File: config.mk
export PLATFORM = sky130hd
export DESIGN_NAME = instr_realigner
export DESIGN_NICKNAME = d
export VERILOG_FILES = /design/src/rtl/common_pkg.sv /design/src/rtl/compact_expander.sv /design/src/rtl/instr_realigner.sv
export SDC_FILE = /design/constraint.sdc
export NUM_CORES = 1
export LEC_CHECK = 0
export CAP_MARGIN = 20
export CELL_PAD_IN_SITES_DETAIL_PLACEMENT = 0
export CELL_PAD_IN_SITES_GLOBAL_PLACEMENT = 1
export CORE_UTILIZATION = 30
export CTS_BUF_LIST = sky130_fd_sc_hd__clkbuf_8
export CTS_CLUSTER_DIAMETER = 30
export DETAILED_ROUTE_END_ITERATION = 8
export GPL_TIMING_DRIVEN = 0
export PLACE_DENSITY = 0.72
export SLEW_MARGIN = 20
export SYNTH_ARGS = -nofsm -noshare
export SYNTH_HDL_FRONTEND = slang
export SYNTH_HIERARCHICAL = 1
export SYNTH_SLANG_ARGS = --single-unit
File: constraint.sdc
create_clock -name clk -period 12.1 [get_ports clk]
set_input_delay 1.21 -clock clk [delete_from_list [all_inputs] [get_ports clk]]
set_output_delay 1.21 -clock clk [all_outputs]
set_load 0.005 [all_outputs]
File: src/rtl/common_pkg.sv
// rtl/common_pkg.sv - shared fetch/decode types, opcodes and compact-instruction classes
package common_pkg;

   localparam logic [1:0]  REG_PRIME_BASE = 2'b01;
   localparam logic [31:0] INSTR_HALT     = 32'hFFFF_FFFF;

   typedef logic [15:0] fetch_hw_t;

   typedef struct packed {
      logic [31:0] instr;
      logic        illegal;
   } compact_expand_t;

   typedef enum logic [6:0] {
      OPC_LOAD   = 7'b0000011,
      OPC_OP_IMM = 7'b0010011,
      OPC_STORE  = 7'b0100011,
      OPC_OP     = 7'b0110011,
      OPC_LUI    = 7'b0110111,
      OPC_BRANCH = 7'b1100011,
      OPC_JALR   = 7'b1100111,
      OPC_JAL    = 7'b1101111
   } normal_instructions_t;

   // Class key is {funct3, quadrant, bit12-only-for-the-CR-group}.
   typedef enum logic [5:0] {
      COMPACT_ADDI4SPN     = 6'b000_00_0,
      COMPACT_LW           = 6'b010_00_0,
      COMPACT_SW           = 6'b110_00_0,
      COMPACT_ADDI         = 6'b000_01_0,
      COMPACT_JAL          = 6'b001_01_0,
      COMPACT_LI           = 6'b010_01_0,
      COMPACT_LUI_ADDI16SP = 6'b011_01_0,
      COMPACT_MISC_ALU     = 6'b100_01_0,
      COMPACT_J            = 6'b101_01_0,
      COMPACT_BEQZ         = 6'b110_01_0,
      COMPACT_BNEZ         = 6'b111_01_0,
      COMPACT_SLLI         = 6'b000_10_0,
      COMPACT_LWSP         = 6'b010_10_0,
      COMPACT_JR_MV        = 6'b100_10_0,
      COMPACT_JALR_ADD     = 6'b100_10_1,
      COMPACT_SWSP         = 6'b110_10_0
   } compact_instructions_t;

endpackage

File: src/rtl/compact_expander.sv
// rtl/compact_expander.sv - combinational expansion of one 16-bit instruction to its 32-bit form
module compact_expander
   import common_pkg::*;
(
   input  fetch_hw_t       hw,
   output compact_expand_t result
);

   logic [5:0]  key;
   logic [4:0]  rd, rs2, rdp, rs1p, rs2p;
   logic [31:0] ins;
   logic        bad;

   assign rd   = hw[11:7];
   assign rs2  = hw[6:2];
   assign rdp  = {REG_PRIME_BASE, hw[4:2]};
   assign rs2p = {REG_PRIME_BASE, hw[4:2]};
   assign rs1p = {REG_PRIME_BASE, hw[9:7]};

   always_comb begin
      ins = 32'h0;
      bad = 1'b0;
      key = {hw[15:13], hw[1:0], (hw[15:13] == 3'b100 && hw[1:0] == 2'b10) ? hw[12] : 1'b0};
      case (key)
         COMPACT_ADDI4SPN: begin
            ins = {2'b00, hw[10:7], hw[12:11], hw[5], hw[6], 2'b00, 5'd2, 3'b000, rdp, OPC_OP_IMM};
            bad = (hw[12:5] == 8'h00);
         end
         COMPACT_LW:   ins = {5'b0, hw[5], hw[12:10], hw[6], 2'b00, rs1p, 3'b010, rdp, OPC_LOAD};
         COMPACT_SW:   ins = {5'b0, hw[5], hw[12], rs2p, rs1p, 3'b010, hw[11:10], hw[6], 2'b00, OPC_STORE};
         COMPACT_ADDI: ins = {{7{hw[12]}}, hw[6:2], rd, 3'b000, rd, OPC_OP_IMM};
         COMPACT_JAL, COMPACT_J:
            ins = {hw[12], hw[8], hw[10:9], hw[6], hw[7], hw[2], hw[11], hw[5:3], hw[12],
                   {8{hw[12]}}, 4'b0000, ~hw[15], OPC_JAL};
         COMPACT_LI:   ins = {{7{hw[12]}}, hw[6:2], 5'd0, 3'b000, rd, OPC_OP_IMM};
         COMPACT_LUI_ADDI16SP: begin
            bad = ({hw[12], hw[6:2]} == 6'h00);
            if (rd == 5'd2)
               ins = {{3{hw[12]}}, hw[4:3], hw[5], hw[2], hw[6], 4'b0000, 5'd2, 3'b000, 5'd2, OPC_OP_IMM};
            else
               ins = {{15{hw[12]}}, hw[6:2], rd, OPC_LUI};
         end
         COMPACT_MISC_ALU: begin
            case (hw[11:10])
               2'b00, 2'b01: begin
                  ins = {1'b0, hw[10], 5'b0, hw[6:2], rs1p, 3'b101, rs1p, OPC_OP_IMM};
                  bad = hw[12];
               end
               2'b10: ins = {{7{hw[12]}}, hw[6:2], rs1p, 3'b111, rs1p, OPC_OP_IMM};
               default: begin
                  ins = {1'b0, hw[6:5] == 2'b00, 5'b0, rs2p, rs1p,
                         (hw[6:5] == 2'b00) ? 3'b000 : {1'b1, hw[6], hw[6] & hw[5]}, rs1p, OPC_OP};
                  bad = hw[12];
               end
            endcase
         end
         COMPACT_BEQZ, COMPACT_BNEZ:
            ins = {{4{hw[12]}}, hw[6:5], hw[2], 5'd0, rs1p, 2'b00, hw[13], hw[11:10], hw[4:3], hw[12], OPC_BRANCH};
         COMPACT_SLLI: begin
            ins = {7'b0, hw[6:2], rd, 3'b001, rd, OPC_OP_IMM};
            bad = hw[12];
         end
         COMPACT_LWSP: begin
            ins = {4'b0, hw[3:2], hw[12], hw[6:4], 2'b00, 5'd2, 3'b010, rd, OPC_LOAD};
            bad = (rd == 5'd0);
         end
         COMPACT_SWSP: ins = {4'b0, hw[8:7], hw[12], rs2, 5'd2, 3'b010, hw[11:9], 2'b00, OPC_STORE};
         COMPACT_JR_MV: begin
            if (rs2 == 5'd0) begin
               ins = {12'h000, rd, 3'b000, 5'd0, OPC_JALR};
               bad = (rd == 5'd0);
            end else
               ins = {7'b0, rs2, 5'd0, 3'b000, rd, OPC_OP};
         end
         COMPACT_JALR_ADD: begin
            // rs1==0 here is c.ebreak, which has no expansion in this datapath
            if (rs2 == 5'd0) begin
               ins = {12'h000, rd, 3'b000, 5'd1, OPC_JALR};
               bad = (rd == 5'd0);
            end else
               ins = {7'b0, rs2, rd, 3'b000, rd, OPC_OP};
         end
         default: bad = 1'b1;
      endcase
   end

   assign result = '{instr: bad ? {16'h0000, hw} : ins, illegal: bad};

endmodule

File: src/rtl/instr_realigner.sv
// rtl/instr_realigner.sv - halfword fetch queue presenting aligned, expanded instructions with PC
module instr_realigner
   import common_pkg::*;
#(
   parameter int FETCH_BYTES = 4,
   parameter int BUF_HW      = 6,
   parameter bit C_EXT_EN    = 1'b1
)(
   input  logic                     clk,
   input  logic                     rst_n,
   input  logic                     flush,
   input  logic                     fetch_valid,
   output logic                     fetch_ready,
   input  logic [FETCH_BYTES*8-1:0] fetch_data,
   input  logic [31:0]              fetch_pc,
   output logic                     instr_valid,
   input  logic                     instr_ready,
   output logic [31:0]              instr,
   output logic [31:0]              instr_pc,
   output logic                     instr_is_compact,
   output logic                     instr_illegal
);

   localparam int FETCH_HW = FETCH_BYTES / 2;
   localparam int PW       = $clog2(BUF_HW);
   localparam int CW       = $clog2(BUF_HW + 1);
   localparam int OFF_W    = $clog2(FETCH_BYTES) - 1;

   typedef logic [PW-1:0] ptr_t;
   typedef logic [CW-1:0] cnt_t;

   fetch_hw_t       buf_q [BUF_HW];
   fetch_hw_t       buf_d [BUF_HW];
   ptr_t            head_q, head_d, tail_q, tail_d;
   cnt_t            count_q, count_d;
   logic [31:0]     head_pc_q, head_pc_d;
   logic            restart_q, restart_d;
   fetch_hw_t       h0, h1;
   logic            head_is32, push, pop;
   cnt_t            drop_n, push_n, pop_n;
   compact_expand_t exp_res;

   // Non-power-of-two depth: wrap by subtraction rather than truncation.
   function automatic ptr_t ptr_add(input ptr_t p, input int k);
      int s;
      s = int'(p) + k;
      if (s >= BUF_HW) s = s - BUF_HW;
      return ptr_t'(s);
   endfunction

   always_comb begin
      h0 = buf_q[head_q];
      h1 = buf_q[ptr_add(head_q, 1)];
   end

   assign head_is32   = (h0[1:0] == 2'b11);
   assign instr_valid = rst_n && !flush && (head_is32 ? (count_q >= cnt_t'(2)) : (count_q != '0));
   assign fetch_ready = rst_n && !flush && (int'(count_q) <= BUF_HW - FETCH_HW);
   assign push        = fetch_valid && fetch_ready;
   assign pop         = instr_valid && instr_ready;
   assign drop_n      = restart_q ? cnt_t'(fetch_pc[OFF_W:1]) : '0;
   assign push_n      = cnt_t'(FETCH_HW) - drop_n;
   assign pop_n       = head_is32 ? cnt_t'(2) : cnt_t'(1);

   always_comb begin
      buf_d = buf_q;
      if (push) begin
         for (int i = 0; i < FETCH_HW; i++) begin
            if (i >= int'(drop_n))
               buf_d[ptr_add(tail_q, i - int'(drop_n))] = fetch_data[16*i +: 16];
         end
      end
   end

   always_comb begin
      head_d    = head_q;
      tail_d    = tail_q;
      head_pc_d = head_pc_q;
      restart_d = restart_q;
      count_d   = count_q + (push ? push_n : '0) - (pop ? pop_n : '0);
      if (push) begin
         tail_d = ptr_add(tail_q, int'(push_n));
         if (restart_q) begin
            head_pc_d = fetch_pc;
            restart_d = 1'b0;
         end
      end
      if (pop) begin
         head_d    = ptr_add(head_q, int'(pop_n));
         head_pc_d = head_pc_q + (head_is32 ? 32'd4 : 32'd2);
      end
      if (flush) begin
         count_d   = '0;
         tail_d    = head_q;
         restart_d = 1'b1;
      end
   end

   always_ff @(posedge clk) begin
      buf_q <= buf_d;
   end

   always_ff @(posedge clk) begin
      if (!rst_n) begin
         head_q    <= '0;
         tail_q    <= '0;
         count_q   <= '0;
         head_pc_q <= 32'h0;
         restart_q <= 1'b1;
      end else begin
         head_q    <= head_d;
         tail_q    <= tail_d;
         count_q   <= count_d;
         head_pc_q <= head_pc_d;
         restart_q <= restart_d;
      end
   end

   compact_expander u_expander (
      .hw     (h0),
      .result (exp_res)
   );

   assign instr_is_compact = !head_is32;
   assign instr_illegal    = !head_is32 && (!C_EXT_EN || exp_res.illegal);
   assign instr_pc         = head_pc_q;
   assign instr            = head_is32     ? {h1, h0} :
                             instr_illegal ? {16'h0000, h0} : exp_res.instr;

endmodule
======== Word level (Yosys, flattened, before mapping) ========
Index checks and enable logic that the tools add are counted.
cells by class
  add/subtract/negate cells ............... 16
  magnitude comparators ................... 15
  eq/ne operators ......................... 21
  muxes and demuxes ....................... 48
  bitwise operators ....................... 7
  reduce and logical (&&, ||, !) cells .... 29
operators with widths
  cell                                                 count
  one-hot mux 32 bit (14 select lines)                 1
  two-way mux 96 bit                                   3
  bitwise mux 96 bit                                   2
  two-way mux 32 bit                                   6
  binary-select mux 16 bit (select 3 bit)              2
  demux 16 bit (select 3 bit)                          2
  two-way mux 16 bit                                   6
  one-hot mux 32 bit (2 select lines)                  1
  two-way mux 25 bit                                   2
  equality test 6 bit, second input constant           8
  two-way mux 3 bit                                    14
  adder 32 x 3 -> 32 bit                               1
  two-way mux 29 bit                                   1
  equality test 6 x 5 -> 1 bit, second input constant  4
  >= comparator 4 bit, second input constant           4
  NOT 3 -> 4 bit                                       4
  >= comparator 4 x 3 -> 1 bit, second input constant  3
  zero test 6 bit                                      2
  adder 4 x 2 -> 5 bit                                 2
  >= comparator 5 x 4 -> 1 bit, second input constant  2
  zero test 5 bit                                      2
  OR reduction 2 bit                                   5
  logical AND 1 bit                                    9
  OR reduction 9 bit                                   1
  31 further kinds                                     49
storage, ports and cells
  flip-flop bits (word level) ............. 138
  bits of input ports ..................... 69
  output and inout bits ................... 68
  word-level logic and storage cells ...... 147

======== Logic depth before layout (Yosys ltp) ========
  depth after elaboration ................. 17
  gate-level depth with buffers ........... 19
  depth with buffers taken out ............ 14

======== By module ========
Netlist, hierarchy kept.
modules (own cells, without submodules)
  module            instances  cells each  area an instance (um2)  seq. area each (um2)
  instr_realigner   1          930         9,076.2                 3,723.6
  compact_expander  1          217         1,224.9                 0.0

======== Worst setup path after synthesis ========
No wires, ideal clock.
  kind .................................... register to output
  start point ............................. register head_q[1]
  end point ............................... output port instr[6]
  arrival ................................. 3,845 ps
  data required time ...................... 10,890 ps
  slack ................................... 7,045 ps
  cell stages (with the launch flop) ...... 18
  path buffers ............................ 8
  cell sequence ........................... dfxtp_1 > buf_2 > buf_2 > mux4_2 > nand2_1 > o21ai_0 > buf_2 > or2_1 > buf_2 > nor3_1 > a31oi_1 > o2111ai_2 > buf_6 > buf_4 > buf_4 > nor2_2 > buf_2 > mux2_1
on the way
  longest elaborated chain between the ends .. 13
  elaborated cells between the ends (all ways) .. 45
  classes of those cells .................. 19 x eq/ne; 13 x mux; 1 x bitwise; 12 x reduce/logical
RTL lines
  item                                                                       RTL line                                        text
  from (decl)                                                                instr_realigner.sv:34                           ptr_t head_q, head_d, tail_q, tail_d;
  from (signal assigned)                                                     instr_realigner.sv:105                          head_q <= '0;
  from (signal assigned)                                                     instr_realigner.sv:111                          head_q <= head_d;
  NOT 3 -> 4 bit (not written as such) (*)                                   instr_realigner.sv:52                           h0 = buf_q[head_q];
  binary-select mux 16 bit (select 3 bit) (*)                                instr_realigner.sv:52
  two-way mux 16 bit (not written as such) (*) (2 in a row)                  instr_realigner.sv:52
  via h0[14]                                                                 instr_realigner.sv:38                           fetch_hw_t h0, h1;
  equality test 3 bit                                                        compact_expander.sv:23                          key = {hw[15:13], hw[1:0], (hw[15:13] == 3'b100 && hw[1:0] == 2'b10) ? hw[12] : 1'b0};
  logical AND 1 bit                                                          compact_expander.sv:23
  two-way mux 1 bit                                                          compact_expander.sv:23
  equality test 6 x 5 -> 1 bit, or another cell as far along                 compact_expander.sv:24                          case (key)
  OR reduction 9 bit (no line) / OR reduction 2 bit (equally long branches)  -
  one-hot mux 1 bit (7 select lines) (*)                                     compact_expander.sv:24
  via u_expander.bad                                                         compact_expander.sv:12                          logic bad;
  two-way mux 32 bit / logical AND 1 bit (equally long branches)             compact_expander.sv:87, instr_realigner.sv:125
  two-way mux 32 bit (*)                                                     instr_realigner.sv:128                          instr_illegal ? {16'h0000, h0} : exp_res.instr;
  two-way mux 32 bit (*)                                                     instr_realigner.sv:127                          assign instr = head_is32 ? {h1, h0} :
  to (decl)                                                                  instr_realigner.sv:18                           output logic [31:0] instr,
Mark *: on every way through the listed nets, which the timed path passes. The rest lies on a longest branch. The select of a mux whose other input is x is not followed.

======== Worst setup path in the final report ========
  start point ............................. register head_q[1]
  end point ............................... output port instr[30]
Same word-level chain as after synthesis.

==> summary.txt <==
total power = 1.25 mW
startpoint of the worst hold path = instr_pc[0]$_SDFFE_PN0P_
number of placement rows = 67
Final nets = 1391
# Max-Cap Violations = 0
Pre-antenna DRT Iters = 8
fraction of the mapped netlist area in adder cells = 0.0267
cells on worst reg2reg path = 15
Post-synth EDFFs = 96
max-slew violation count = 0
Mapped Avg Cell Area = 8.98 um2
number of global-route vias before repair = 9843
Routed WL = 37.7 mm
CTS tree = done
Slew @ Worst Pin = 1.10 ns
count of unique library cells instantiated by Yosys = 84
sequential power share = 0.432
Max stage delay on crit path = 0.68 ns
share of the clock period used by the worst path = 0.612
Startpoint Class = register
share of total power consumed by net switching = 0.315
Reg2Reg Setup Slack = 6.87 ns
starting density of the core = 0.306
Buf/Inv on CP = 9
layout cells sized above 1 = 0.0980
fmax = 0.135 GHz
area added between synthesis and finish = 22.9%
hold-critical path endpoint = instr_pc[0]$_SDFFE_PN0P_
number of levels in the clock H-tree = 4
total of warnings raised by yosys = 6
share of the synthesized area in compound gates (AO/OA/AOI/OAI) = 0.287
share of the core filled with cells in the final layout = 0.376
total global-route track usage = 0.212
routed via count divided by cell count = 5.79
share of cell area taken by muxes after synthesis = 0.0887
number of cells upsized or downsized after cts = 0
routed via count = 10213
internal portion of total power = 0.855 mW
Final Setup Violations = 0
number of buffers between clock root and the deepest sink = 2
Core Region = 0.0337 mm2
number of instances in the placed design = 1732
PortBufs = 136
horizontal die dimension = 187 um
setup repair after global routing missed its margin = false
post-synthesis share of cell area spent on and, or, nand and nor gates = 0.170
Netlist Area Pre-Place = 0.0103 mm2
shortest period the worst path allows = 7.41 ns
Sink Count = 138
Most Frequent Cell on Critical Path = buf_2
half-perimeter wire length after detailed placement = 29.0 mm
Pwr Density = 98.6 mW/mm2
antenna violation net count after detailed routing = 0
Avg WL per Cell = 21.4 um
count of endpoints failing hold in the final timing report = 0
number of filler instances in the final layout = 3464
clock root buffer = clkbuf_8
Worst Path Max Fanout = 10
status = finished, final reports clean
dominant combinational cell family by area after synthesis = compound AO/OA/AOI/OAI gates
final cell count without fillers = 1765
Max-Slew Margin vs Limit = 0.266
number of buffers inserted by hold repair at cts = 0
Num CTS Buffers = 17
worst hold-check path type = reg -> reg
Layout Skew = 0.0210 ns
number of cells on the worst hold path = 2
cell family with the largest share of critical-path delay = buffers and inverters
synthesized instance count = 1147
maximum number of pins on one net before global-route repair = 17
clk_lat worst skew = 0.48 ns
Total Negative Setup Slacks = 0 ns
Ports = 137
first-pass GRT wire length = 58.7 mm
drc violations = 0
number of antenna violations at the first check in global routing = 2
setup repair bufs after CTS = 0
die height = 187 um
Static Leakage = 4.30 nW
asr flop ratio synth = 0
Peak VDD IR = 0.0640 mV
part of the power in combinational logic = 0.235
RR Startpoint = head_q[0]$_SDFFE_PN0N_
crit path max-delay cell type = nor3_1
Reg-to-Reg End = instr_pc[31]$_SDFFE_PN0P_
Arr. time, crit path = 6.20 ns
clock edge transition at the registers on the reported setup and hold paths = 0.09 ns
required time of the critical path = 10.89 ns
hold slack final = 0.469 ns
most used flip-flop cell after synthesis = edfxtp_1
overall die area = 0.0351 mm2
proportion of power drawn by the clock network = 0.333
power dissipated by switching net loads = 0.394 mW
remaining global-route overflow = 0
cells along the critical path = buf_2 -> buf_2 -> mux4_2 -> nand2_1 -> o21ai_0 -> buf_2 -> or2_1 -> buf_2 -> nor3_1 -> a31oi_1 -> o2111ai_2 -> buf_6 -> buf_4 -> buf_4 -> clkbuf_1 -> o21ai_0 -> o41a_1 -> clkdlybuf4s50_1
kind of critical path = reg -> out
sequential cell area fraction in the yosys report = 0.361
flip-flop and latch count after synthesis = 138
net count after synthesis = 1235
xor and xnor area share after synthesis = 0.00668
Final Wtd Congestion = 0.920
nature of the critical path endpoint = output port
First DRT Iteration DRCs = 994
-- cells by family after synthesis --
group	Yosys count
compound gates	421
xor+xnor	7
fa+ha+maj	19
buf+inv	141
flops	138
mux	69
simple gates	352
-- per-stage QoR --
stage / instance area (um2) / worst slack (ns)
2_1_floorplan: 10300 / 7.05
3_3_place_gp: 12200 / 5.18
3_5_place_dp: 12200 / 5.30
4_1_cts: 12700 / 4.75
5_1_grt: 12700 / 4.43
6_report: 12700 / 4.69
-- synth_stat cells (14+ instances only) --
library cell,count,area (um2)
mux4_2,16,360
buf_2,30,150
o41a_1,16,180
nand2_1,93,349
nor3_1,19,95.1
dfxtp_1,42,841
ha_1,14,175
nand2b_1,14,87.6
edfxtp_1,96,2880
o21ai_0,96,480
mux2i_1,35,350
nand3_1,55,275
nor2_1,78,293
a21oi_1,80,400
a22o_1,97,850
mux2_2,16,180
inv_1,39,146
clkbuf_1,58,218
-- worst max path at each step --
stage | start | end | cells past startpoint
final | head_q[1]$_SDFFE_PN0N_ | instr[30] | 18
after global routing | head_q[1]$_SDFFE_PN0N_ | instr[1] | 18
after CTS | head_q[1]$_SDFFE_PN0N_ | instr[30] | 18
after detailed placement | head_q[1]$_SDFFE_PN0N_ | instr[30] | 18
after global placement | head_q[1]$_SDFFE_PN0N_ | instr[30] | 18
after floorplan | head_q[1]$_SDFFE_PN0N_ | instr[6] | 17
-- sequential cells by signal, summed over array words and instances (netlist names) --
name	cells
buf_q	96
count_q	3
head_q	3
instr_pc	32
restart_q	1
tail_q	3
-- layout by cell type (no fill, tap or decap), types with 12 or more instances in the layout --
| cell | Yosys | layout |
|---|---|---|
| mux2_2 | 16 | 16 |
| clkbuf_1 | 58 | 58 |
| buf_2 | 30 | 30 |
| nand2_1 | 93 | 93 |
| nand2b_1 | 14 | 14 |
| edfxtp_1 | 96 | 96 |
| clkdlybuf4s50_1 | 0 | 136 |
| inv_1 | 39 | 39 |
| o21ai_0 | 96 | 93 |
| nor3_1 | 19 | 19 |
| nand3_1 | 55 | 55 |
| o41a_1 | 16 | 16 |
| ha_1 | 14 | 14 |
| mux4_2 | 16 | 16 |
| a22o_1 | 97 | 97 |
| nor4_1 | 12 | 12 |
| o21ai_1 | 12 | 15 |
| nor2_1 | 78 | 78 |
| mux2i_1 | 35 | 35 |
| clkbuf_8 | 0 | 17 |
| dfxtp_1 | 42 | 42 |
| a21oi_1 | 80 | 80 |
| and3_1 | 12 | 12 |
-- cell type report --
type	count	area (um2)	share of cell area
multi-input cells	868	5960	0.471
repair buffers	137	1370	0.108
inverters	41	154	0.0122
clock inverters	15	194	0.0153
well taps	448	561	0.0443
diodes	1	2.50	0.000198
plain buffers	100	462	0.0365
flip-flops and latches	138	3720	0.294
clock buffers	17	234	0.0185
-- worst register-to-register path: cells and delay by family (launching register included) --
kind,cells,cell delay (ns)
simple gates,5,1.65
buf+inv,4,1.32
fa+ha+maj,2,0.78
mux,1,0.52
compound gates,3,0.45
flops,1,0.42
-- power by group through the flow --
stage / registers [mW] / clock network (mW) / logic [mW]
after global placement: 0.549 / 0 / 0.290
after global routing: 0.541 / 0.443 / 0.318
after floorplan: 0.545 / 0 / 0.166
after CTS: 0.539 / 0.419 / 0.293
final: 0.540 / 0.416 / 0.293
after detailed placement: 0.550 / 0 / 0.292
-- per-layer routing --
layer  GRT usage  routed length (um)
met1       0.300               17300
met2       0.335               17200
met3      0.0319                2570
met4      0.0596                 695
met5           0                   0
(Power assumes the default switching activity.)
